`src/rtl/prof_ctr_ctrl_if.sv`:
```
// CSR access bus of the profiling counter controller.
// The core side is the master and the counter block is the slave.
interface prof_ctr_ctrl_if #(
  parameter int ADDR_W = 4
);
  logic              CsrWrEn;
  logic              CsrRdEn;
  logic [ADDR_W-1:0] CsrAddr;
  logic [31:0]       CsrWData;
  logic [31:0]       CsrRData;
  logic              CsrRdValid;

  modport master (
    output CsrWrEn, CsrRdEn, CsrAddr, CsrWData,
    input  CsrRData, CsrRdValid
  );

  modport slave (
    input  CsrWrEn, CsrRdEn, CsrAddr, CsrWData,
    output CsrRData, CsrRdValid
  );
endinterface

```
`src/rtl/prof_ctr_ctrl.sv`:
```
// Event profiling counters with run/freeze/clear sequencing, a timed window and a CSR port.
// Define PROF_SNAPSHOT_EN to add shadow registers captured by CTRL bit 4.
module prof_ctr_ctrl #(
  parameter int NUM_EVT = 7,
  parameter int CTR_W   = 32,
  parameter int ADDR_W  = 4
) (
  input  logic               Clk,
  input  logic               Rest,
  input  logic [NUM_EVT-1:0] EvtIn,
  prof_ctr_ctrl_if.slave     bus,
  output logic               Busy,
  output logic               IrqOvf
);

  typedef enum logic [1:0] {
    S_IDLE   = 2'd0,
    S_RUN    = 2'd1,
    S_FREEZE = 2'd2,
    S_CLEAR  = 2'd3
  } state_e;

  localparam int IDX_W = (NUM_EVT > 1) ? $clog2(NUM_EVT) : 1;
  localparam logic [ADDR_W-1:0] A_CTRL = ADDR_W'(0);
  localparam logic [ADDR_W-1:0] A_WIN  = ADDR_W'(1);
  localparam logic [ADDR_W-1:0] A_STAT = ADDR_W'(2);
  localparam logic [ADDR_W-1:0] A_EN   = ADDR_W'(3);

  state_e             state_q;
  logic [IDX_W-1:0]   sweep_q;
  logic [CTR_W-1:0]   cnt_q [NUM_EVT];
  logic [CTR_W-1:0]   cnt_d [NUM_EVT];
  logic [CTR_W-1:0]   ctr_view [NUM_EVT];
  logic [NUM_EVT-1:0] ovf_q, ovf_d;
  logic [NUM_EVT-1:0] evt_en_q;
  logic [NUM_EVT-1:0] inc;
  logic [31:0]        window_q;
  logic [31:0]        win_cnt_q;
  logic               win_mode_q;
  logic               win_done_q;
  logic [31:0]        rdata_q;
  logic               rdvalid_q;
  logic [31:0]        rd_val;

  logic wr_ctrl, wr_win, wr_stat, wr_en;
  logic go_start, go_stop, go_clear, clear_go;
  logic run, win_end;

  always_comb begin
    wr_ctrl  = bus.CsrWrEn && (bus.CsrAddr == A_CTRL);
    wr_win   = bus.CsrWrEn && (bus.CsrAddr == A_WIN);
    wr_stat  = bus.CsrWrEn && (bus.CsrAddr == A_STAT);
    wr_en    = bus.CsrWrEn && (bus.CsrAddr == A_EN);
    go_start = wr_ctrl && bus.CsrWData[0];
    go_stop  = wr_ctrl && bus.CsrWData[1];
    go_clear = wr_ctrl && bus.CsrWData[2];
    clear_go = go_clear && (state_q != S_CLEAR);
    run      = (state_q == S_RUN);
    // The window limit is compared live, so a mid-run Window write takes effect at once.
    win_end  = run && win_mode_q && (window_q != '0) && (win_cnt_q == window_q - 32'd1);
    inc      = run ? (EvtIn & evt_en_q) : '0;
  end

  always_comb begin
    ovf_d = ovf_q;
    if (wr_stat) ovf_d = ovf_d & ~bus.CsrWData[8 +: NUM_EVT];
    for (int unsigned i = 0; i < NUM_EVT; i++) begin
      cnt_d[i] = cnt_q[i] + CTR_W'(inc[i]);
      if (inc[i] && (cnt_q[i] == '1)) ovf_d[i] = 1'b1;
      if ((state_q == S_CLEAR) && (sweep_q == IDX_W'(i))) cnt_d[i] = '0;
    end
    if (clear_go || (state_q == S_CLEAR)) ovf_d = '0;
  end

`ifdef PROF_SNAPSHOT_EN
  logic             go_snap;
  logic [CTR_W-1:0] shadow_q [NUM_EVT];

  assign go_snap = wr_ctrl && bus.CsrWData[4];

  // Shadows take cnt_d so the snapshot includes events counted in the snapshot cycle.
  always_ff @(posedge Clk or negedge Rest) begin
    if (!Rest) begin
      for (int unsigned i = 0; i < NUM_EVT; i++) shadow_q[i] <= '0;
    end else if (clear_go || (state_q == S_CLEAR)) begin
      for (int unsigned i = 0; i < NUM_EVT; i++) shadow_q[i] <= '0;
    end else if (go_snap) begin
      for (int unsigned i = 0; i < NUM_EVT; i++) shadow_q[i] <= cnt_d[i];
    end
  end

  always_comb begin
    for (int unsigned i = 0; i < NUM_EVT; i++) ctr_view[i] = shadow_q[i];
  end
`else
  always_comb begin
    for (int unsigned i = 0; i < NUM_EVT; i++) ctr_view[i] = cnt_q[i];
  end
`endif

  always_comb begin
    rd_val = '0;
    case (bus.CsrAddr)
      A_CTRL:  rd_val = {28'b0, win_mode_q, 3'b0};
      A_WIN:   rd_val = window_q;
      A_STAT:  rd_val = {16'b0, 8'(ovf_q), 5'b0, win_done_q, 2'(state_q)};
      A_EN:    rd_val = 32'(evt_en_q);
      default: begin
        for (int unsigned i = 0; i < NUM_EVT; i++) begin
          if (bus.CsrAddr == ADDR_W'(8 + i)) rd_val = 32'(ctr_view[i]);
        end
      end
    endcase
  end

  always_ff @(posedge Clk or negedge Rest) begin
    if (!Rest) begin
      state_q    <= S_IDLE;
      sweep_q    <= '0;
      for (int unsigned i = 0; i < NUM_EVT; i++) cnt_q[i] <= '0;
      ovf_q      <= '0;
      evt_en_q   <= '1;
      window_q   <= '0;
      win_cnt_q  <= '0;
      win_mode_q <= 1'b0;
      win_done_q <= 1'b0;
      rdata_q    <= '0;
      rdvalid_q  <= 1'b0;
    end else begin
      for (int unsigned i = 0; i < NUM_EVT; i++) cnt_q[i] <= cnt_d[i];
      ovf_q     <= ovf_d;
      rdvalid_q <= bus.CsrRdEn;
      rdata_q   <= bus.CsrRdEn ? rd_val : '0;
      if (wr_ctrl) win_mode_q <= bus.CsrWData[3];
      if (wr_win)  window_q   <= bus.CsrWData;
      if (wr_en)   evt_en_q   <= bus.CsrWData[NUM_EVT-1:0];
      // W1C first; a window end in the same cycle re-sets WinDone below.
      if (wr_stat && bus.CsrWData[2]) win_done_q <= 1'b0;

      case (state_q)
        S_IDLE, S_FREEZE: begin
          if (go_clear) begin
            state_q    <= S_CLEAR;
            sweep_q    <= '0;
            win_cnt_q  <= '0;
            win_done_q <= 1'b0;
          end else if (go_start && !go_stop) begin
            state_q    <= S_RUN;
            win_cnt_q  <= '0;
            win_done_q <= 1'b0;
          end
        end
        S_RUN: begin
          if (go_clear) begin
            state_q    <= S_CLEAR;
            sweep_q    <= '0;
            win_cnt_q  <= '0;
            win_done_q <= 1'b0;
          end else begin
            if (win_mode_q) win_cnt_q <= win_cnt_q + 32'd1;
            if (win_end) begin
              state_q    <= S_FREEZE;
              win_done_q <= 1'b1;
            end else if (go_stop) begin
              state_q <= S_FREEZE;
            end
          end
        end
        S_CLEAR: begin
          win_cnt_q  <= '0;
          win_done_q <= 1'b0;
          if (sweep_q == IDX_W'(NUM_EVT - 1)) state_q <= S_IDLE;
          else                                sweep_q <= sweep_q + 1'b1;
        end
        default: state_q <= S_IDLE;
      endcase
    end
  end

  assign bus.CsrRData   = rdata_q;
  assign bus.CsrRdValid = rdvalid_q;
  assign Busy           = (state_q == S_CLEAR);
  assign IrqOvf         = |(ovf_q & evt_en_q);

endmodule

```
`src/flat_wrapper.sv`:
```
// flat-port wrapper written by rule: the top's interface ports become plain ports
module prof_ctr_ctrl_flat 
#(
  parameter int NUM_EVT = 7,
  parameter int CTR_W   = 32,
  parameter int ADDR_W  = 4
)
  (Clk, Rest, EvtIn, Busy, IrqOvf, bus_CsrWrEn, bus_CsrRdEn, bus_CsrAddr, bus_CsrWData, bus_CsrRData, bus_CsrRdValid);
  prof_ctr_ctrl_if #(.ADDR_W(ADDR_W)) bus_i ();
  input  logic Clk;
  input  logic Rest;
  input  logic [NUM_EVT-1:0] EvtIn;
  output logic Busy;
  output logic IrqOvf;
  input wire logic [$bits(bus_i.CsrWrEn)-1:0] bus_CsrWrEn;
  input wire logic [$bits(bus_i.CsrRdEn)-1:0] bus_CsrRdEn;
  input wire logic [$bits(bus_i.CsrAddr)-1:0] bus_CsrAddr;
  input wire logic [$bits(bus_i.CsrWData)-1:0] bus_CsrWData;
  output wire logic [$bits(bus_i.CsrRData)-1:0] bus_CsrRData;
  output wire logic [$bits(bus_i.CsrRdValid)-1:0] bus_CsrRdValid;
  assign bus_i.CsrWrEn = bus_CsrWrEn;
  assign bus_i.CsrRdEn = bus_CsrRdEn;
  assign bus_i.CsrAddr = bus_CsrAddr;
  assign bus_i.CsrWData = bus_CsrWData;
  assign bus_CsrRData = bus_i.CsrRData;
  assign bus_CsrRdValid = bus_i.CsrRdValid;
  prof_ctr_ctrl #(.NUM_EVT(NUM_EVT), .CTR_W(CTR_W), .ADDR_W(ADDR_W)) u_core (.Clk(Clk), .Rest(Rest), .EvtIn(EvtIn), .bus(bus_i), .Busy(Busy), .IrqOvf(IrqOvf));
endmodule
```
`config.mk`:
```
export PLATFORM = sky130hd
export DESIGN_NAME = prof_ctr_ctrl_flat
export DESIGN_NICKNAME = d
export VERILOG_FILES = /design/src/rtl/prof_ctr_ctrl_if.sv /design/src/rtl/prof_ctr_ctrl.sv /design/src/flat_wrapper.sv
export SDC_FILE = /design/constraint.sdc
export NUM_CORES = 1
export LEC_CHECK = 0
export ABC_AREA = 1
export CORE_UTILIZATION = 40
export CTS_CLUSTER_DIAMETER = 60
export DETAILED_ROUTE_END_ITERATION = 7
export SYNTH_ARGS = -nofsm -noshare
export SYNTH_HDL_FRONTEND = slang
export SYNTH_SLANG_ARGS = --single-unit
```
`constraint.sdc`:
```
create_clock -name Clk -period 6.4 [get_ports Clk]
set_clock_uncertainty 0.05 [all_clocks]
set_input_delay 0.64 -clock Clk [delete_from_list [all_inputs] [get_ports Clk]]
set_output_delay 0.64 -clock Clk [all_outputs]
set_load 0.1 [all_outputs]
```
# Yosys cells after proc, flatten, opt, wreduce, memory -nomap -nowiden
# Index checks and enable logic that the tools add are counted.
# word_totals
regBits	342
in_bits	47
output_inout_bits	35
word_cells	164
# classes
n_addsub	10
n_eq_ne	34
muxes	47
bitwise_logic	4
reduce_logical	46
# ops
op	n
$mux W32	19
$add A32 B1 Y32	7
$eq A32 B32 Y1 const B	7
$pmux W32 S4	1
$pmux W32 S3	1
$add A32 B1 Y32 const B	1
$eq A32 B32 Y1	1
$reduce_bool A32 Y1	1
$sub A32 B1 Y32 const B	1
$eq A4 B4 Y1 const B	7
$logic_and A1 B1 Y1	27
$and A7 B7 Y7	3
$mux W7	3
$reduce_bool A3 Y1	7
$mux W1	12
$mux W2	6
$eq A3 B3 Y1 const B	3
$eq A4 B2 Y1 const B	2
$not A7 Y7	1
$reduce_or A7 Y1	1
$eq A3 B2 Y1 const B	2
$mux W3	2
$ne A3 B1 Y1 const B	2
$pmux W2 S3	1
19 further kinds	23

# Longest topological paths before layout
# depth
ltp_word	10
ltp_mapped	20
mapped_depth_nobuf	20

# Worst setup path before layout
# Ideal clock, no wire load.
# synth_path
path_kind	input port to flip-flop
startpoint	input port EvtIn[0]
endpoint	register u_core.cnt_q[218] (netlist name)
setup_time_ns	0.135
arrival_ns	2.337
required_ns	6.215
path_slack_ns	3.878
path_stages	15
n_path_buf	0
path_cell_list	nand2_1 -> nor2_1 -> ha_1 -> ha_1 -> nand2_1 -> nor2_1 -> inv_2 -> nor2_2 -> inv_2 -> nor2_4 -> nand3_2 -> nor3_4 -> nand2_2 -> nor3_2 -> nor3_2
# synth_lines
element	line_no	rtl
start: declaration	flat_wrapper.sv:12	input logic [NUM_EVT-1:0] EvtIn;
end: declaration	prof_ctr_ctrl.sv:31	logic [CTR_W-1:0] cnt_q [NUM_EVT];

# Worst setup path in the final report
# layout_path
startpoint	register u_core.state_q[0]
endpoint	output port Busy
# layout_between
elab_chain_len	1
# layout_lines
element	line_no	rtl
start: declaration	prof_ctr_ctrl.sv:29	state_e state_q;
start signal: assignment	prof_ctr_ctrl.sv:118	state_q <= S_IDLE;
start signal: assignment	prof_ctr_ctrl.sv:143	state_q <= S_CLEAR;
start signal: assignment	prof_ctr_ctrl.sv:148	state_q <= S_RUN;
$eq A2 B2 Y1	prof_ctr_ctrl.sv:182	assign Busy = (state_q == S_CLEAR);
end: declaration	flat_wrapper.sv:13	output logic Busy;
# No other way between the ends.

==> out/summary.log <==
[synth] synth unique cells 60
[clock_tree] cts bufs inserted 43
[synth] Primary FF master, synth sky130_fd_sc_hd__dfrtp_1
[critical_path] Worst Path Max Fanout 8
[clock_tree] sink count of the clock tree 342
[detailed_routing] total via count in the routed design 19000
[timing] aggregate negative setup slack 0 ps
[critical_path] data required time of the critical path 5710 ps
[critical_path] crit path DAT 2820 ps
[clock_tree] Worst-Skew Late Latency 590 ps
[detailed_routing] wire length on met3 5030 µm
[power] Worst VDD drop 0.305 mV
[die] vertical die dimension 227 µm
[detailed_routing] max layer used met5
[timing] final setup margin 2890 ps
[die] Placement Rows 81
[clock_tree] Longest Clk Path Bufs 3
[placement] worst slack after detailed placement 2450 ps
[global_route] GR Overflow Total 0
[critical_path] startpoint type of the worst setup path flop
[detailed_routing] First DRT Iteration DRCs 1818
[detailed_routing] ratio of routed vias to standard cells 5.52
[die] floorplan die width 227 µm
[global_route] largest net degree at the start of global routing 123
[synth] number of enable flip-flop cells after synthesis 0
[critical_path] series of cell instances along the critical path nand2_1 -> inv_1 -> clkdlybuf4s50_1
[timing] Final Max Tran Viols 0
[detailed_routing] wire length reported by the detailed router 69000 µm
[final_layout] most used cells in the layout excluding fill and tap cells sky130_fd_sc_hd__nand2_1, sky130_fd_sc_hd__inv_1, sky130_fd_sc_hd__dfrtp_1
[timing] highest clock frequency the design can meet 285 MHz
[synth] Avg Inst Size Synth 7.55 µm²
[final_layout] NumNets Final 2824
[power] Static Leakage 10.0 nW
[final_layout] synthesis-to-layout area growth 14.7%
[synth] FF+latch count, synth 342
[clock_tree] clock tree root driver cell sky130_fd_sc_hd__clkbuf_16
[final_layout] Util after Layout 0.469
[critical_path] category of cells accounting for the largest share of critical-path delay buffers and inverters
[global_route] wire length of the first global-routing pass 106000 µm
[clock_tree] CTS tree done
[critical_path] kind of capture point of the worst setup path output port
[final_layout] antenna diode count 0
[synth] area of the mapped netlist 20200 µm²
[outcome] outcome complete, no violations
[final_layout] most common cell after layout, fill and taps aside sky130_fd_sc_hd__nand2_1
[timing] worst slew slack as a fraction of its limit 0.321
[critical_path] Setup Crit Path Kind reg -> out
[final_layout] Sequential cell area 8570 µm²
[timing] hold slack 68.8 ps
[die] Boundary Pins 82
[timing] setup repair after global routing missed its margin no
[placement] placer congestion estimate 1.00
[synth] Post-Synthesis Cells 2671
[detailed_routing] Remaining DRCs 0
[timing] min Tclk post-route 3510 ps
[clock_tree] CTS H-tree depth 2
[detailed_routing] met1 wire length 31600 µm
[detailed_routing] residual antenna-violating net count after detailed routing 0
[clock_tree] register clock-pin slew on the reported worst setup and hold paths 60 ps
[placement] port buffer count 81
[detailed_routing] Detailed Routing Iterations Pass 1 6
[critical_path] standard cell with the maximum stage delay on the critical path sky130_fd_sc_hd__clkdlybuf4s50_1
[timing] actual transition at the worst max-transition pin 1020 ps
[die] Die Footprint 51300 µm²
[power] power density of the placed cells 278 nW/µm²
[critical_path] count of buffering cells on the critical path with inverters included 2
[die] placeable core region 49400 µm²
[final_layout] area taken by multi-input logic gates 9810 µm²
[synth] Synth Net Count 2740
[detailed_routing] routed length on met2 29800 µm
[timing] setup violators final 0
[run] number of max-cap violations 0
[synth] proportion of synthesized chip area in sequential cells 0.425
[final_layout] total of fill cells in the finished design 4906
[die] Initial Util 0.409
[detailed_routing] WL per Instance 20.0 µm
[min_path] class of the tightest hold or removal check in -> async
[synth] Yosys warnings 0
[clock_tree] hold-fix buffers at CTS 0
[global_route] number of global-route vias before repair 18100
[synth] fraction of synthesis flops using an asynchronous set or reset pin 1.00
[critical_path] largest stage delay on the critical path 1200 ps
[timing] part of the cycle the worst path needs 0.548
[timing] number of endpoints with negative hold slack in the final report 0
[global_route] number of antenna violations at the first check in global routing 1
[global_route] gr usage total 0.273
[clock_tree] number of buffers inserted by post-CTS setup repair 0
[placement] DP HPWL 53200 µm
[clock_tree] quantity of gates resized following cts 0
[final_layout] layout cells sized above 1 0.0954
-- worst paths after layout --
kind | endpoint | slack (ps) | startpoint | depth (start not counted)
max | Busy | 2890 | u_core.state_q[0] | 3
min | u_core.cnt_q[120] | 70 | Rest | 1
max reg2reg | u_core.cnt_q[126] | 3100 | u_core.state_q[1] | 18
min reg2reg | u_core.win_mode_q | 450 | u_core.win_mode_q | 2
max in group asynchronous | u_core.cnt_q[219] | 4860 | Rest | 2
min in group Clk | u_core.win_mode_q | 450 | u_core.win_mode_q | 2
-- cell families after synthesis --
logic type               count (synthesis)  synth area share
AO/OA/AOI/OAI                          584             0.161
XOR/XNOR                                34            0.0155
adder cells (fa/ha/maj)                 22            0.0136
buffers and inverters                  470            0.0894
flip-flops                             342             0.425
multiplexers                             8           0.00447
AND/OR/NAND/NOR                       1211             0.292
-- Yosys cell counts (all sizes together) (13+ instances only) --
cell type / count / share of area
nor2: 332 / 0.078
xnor2: 16 / 0.0069
ha: 22 / 0.014
o22ai: 13 / 0.0040
nand2: 517 / 0.10
nor3: 146 / 0.044
a211oi: 20 / 0.0074
clkbuf: 40 / 0.0074
inv: 407 / 0.076
nor4: 38 / 0.013
nand4: 48 / 0.016
o21ai: 231 / 0.057
a21oi: 235 / 0.058
buf: 15 / 0.0045
nand3: 107 / 0.032
xor2: 17 / 0.0074
dfrtp: 335 / 0.42
-- cell type report --
| type | count | area share |
|---|---|---|
| repair buffers | 94 | 0.0400 |
| inverters | 415 | 0.0675 |
| flip-flops and latches | 342 | 0.370 |
| clock buffers | 65 | 0.0562 |
| well taps | 664 | 0.0359 |
| clock inverters | 14 | 0.00638 |
| multi-input cells | 1859 | 0.424 |
-- flip-flops by register name, indices dropped and copies added (netlist names) --
signal / cells
u_core.state_q: 2
u_core.cnt_q: 224
u_core.bus.CsrRData: 32
u_core.window_q: 32
u_core.win_cnt_q: 32
u_core.sweep_q: 3
u_core.bus.CsrRdValid: 1
u_core.evt_en_q: 7
u_core.win_done_q: 1
u_core.ovf_q: 7
u_core.win_mode_q: 1
-- routing by layer --
metal,track usage,up-vias
li1,-,9067
met5,0,-
met4,0.0987,2
met2,0.407,704
met3,0.0512,129
met1,0.391,9146
-- where the power goes --
group / internal, mW / switching (mW) / total (mW)
combinational: 0.388 / 0.893 / 1.28
sequential: 2.36 / 0.275 / 2.64
clock: 1.52 / 1.00 / 2.52
total: 4.27 / 2.17 / 6.44
-- through the flow --
step                instance area (µm²)  cells  total power [mW]
detailed placement                21700   3374              3.94
global route                      23100   3453              6.73
finish                            23100   3453              6.44
global placement                  21700   3374              3.90
floorplan                         20200   2671              3.46
CTS                               23100   3453              6.47
Power figures use the tool's default switching activity.
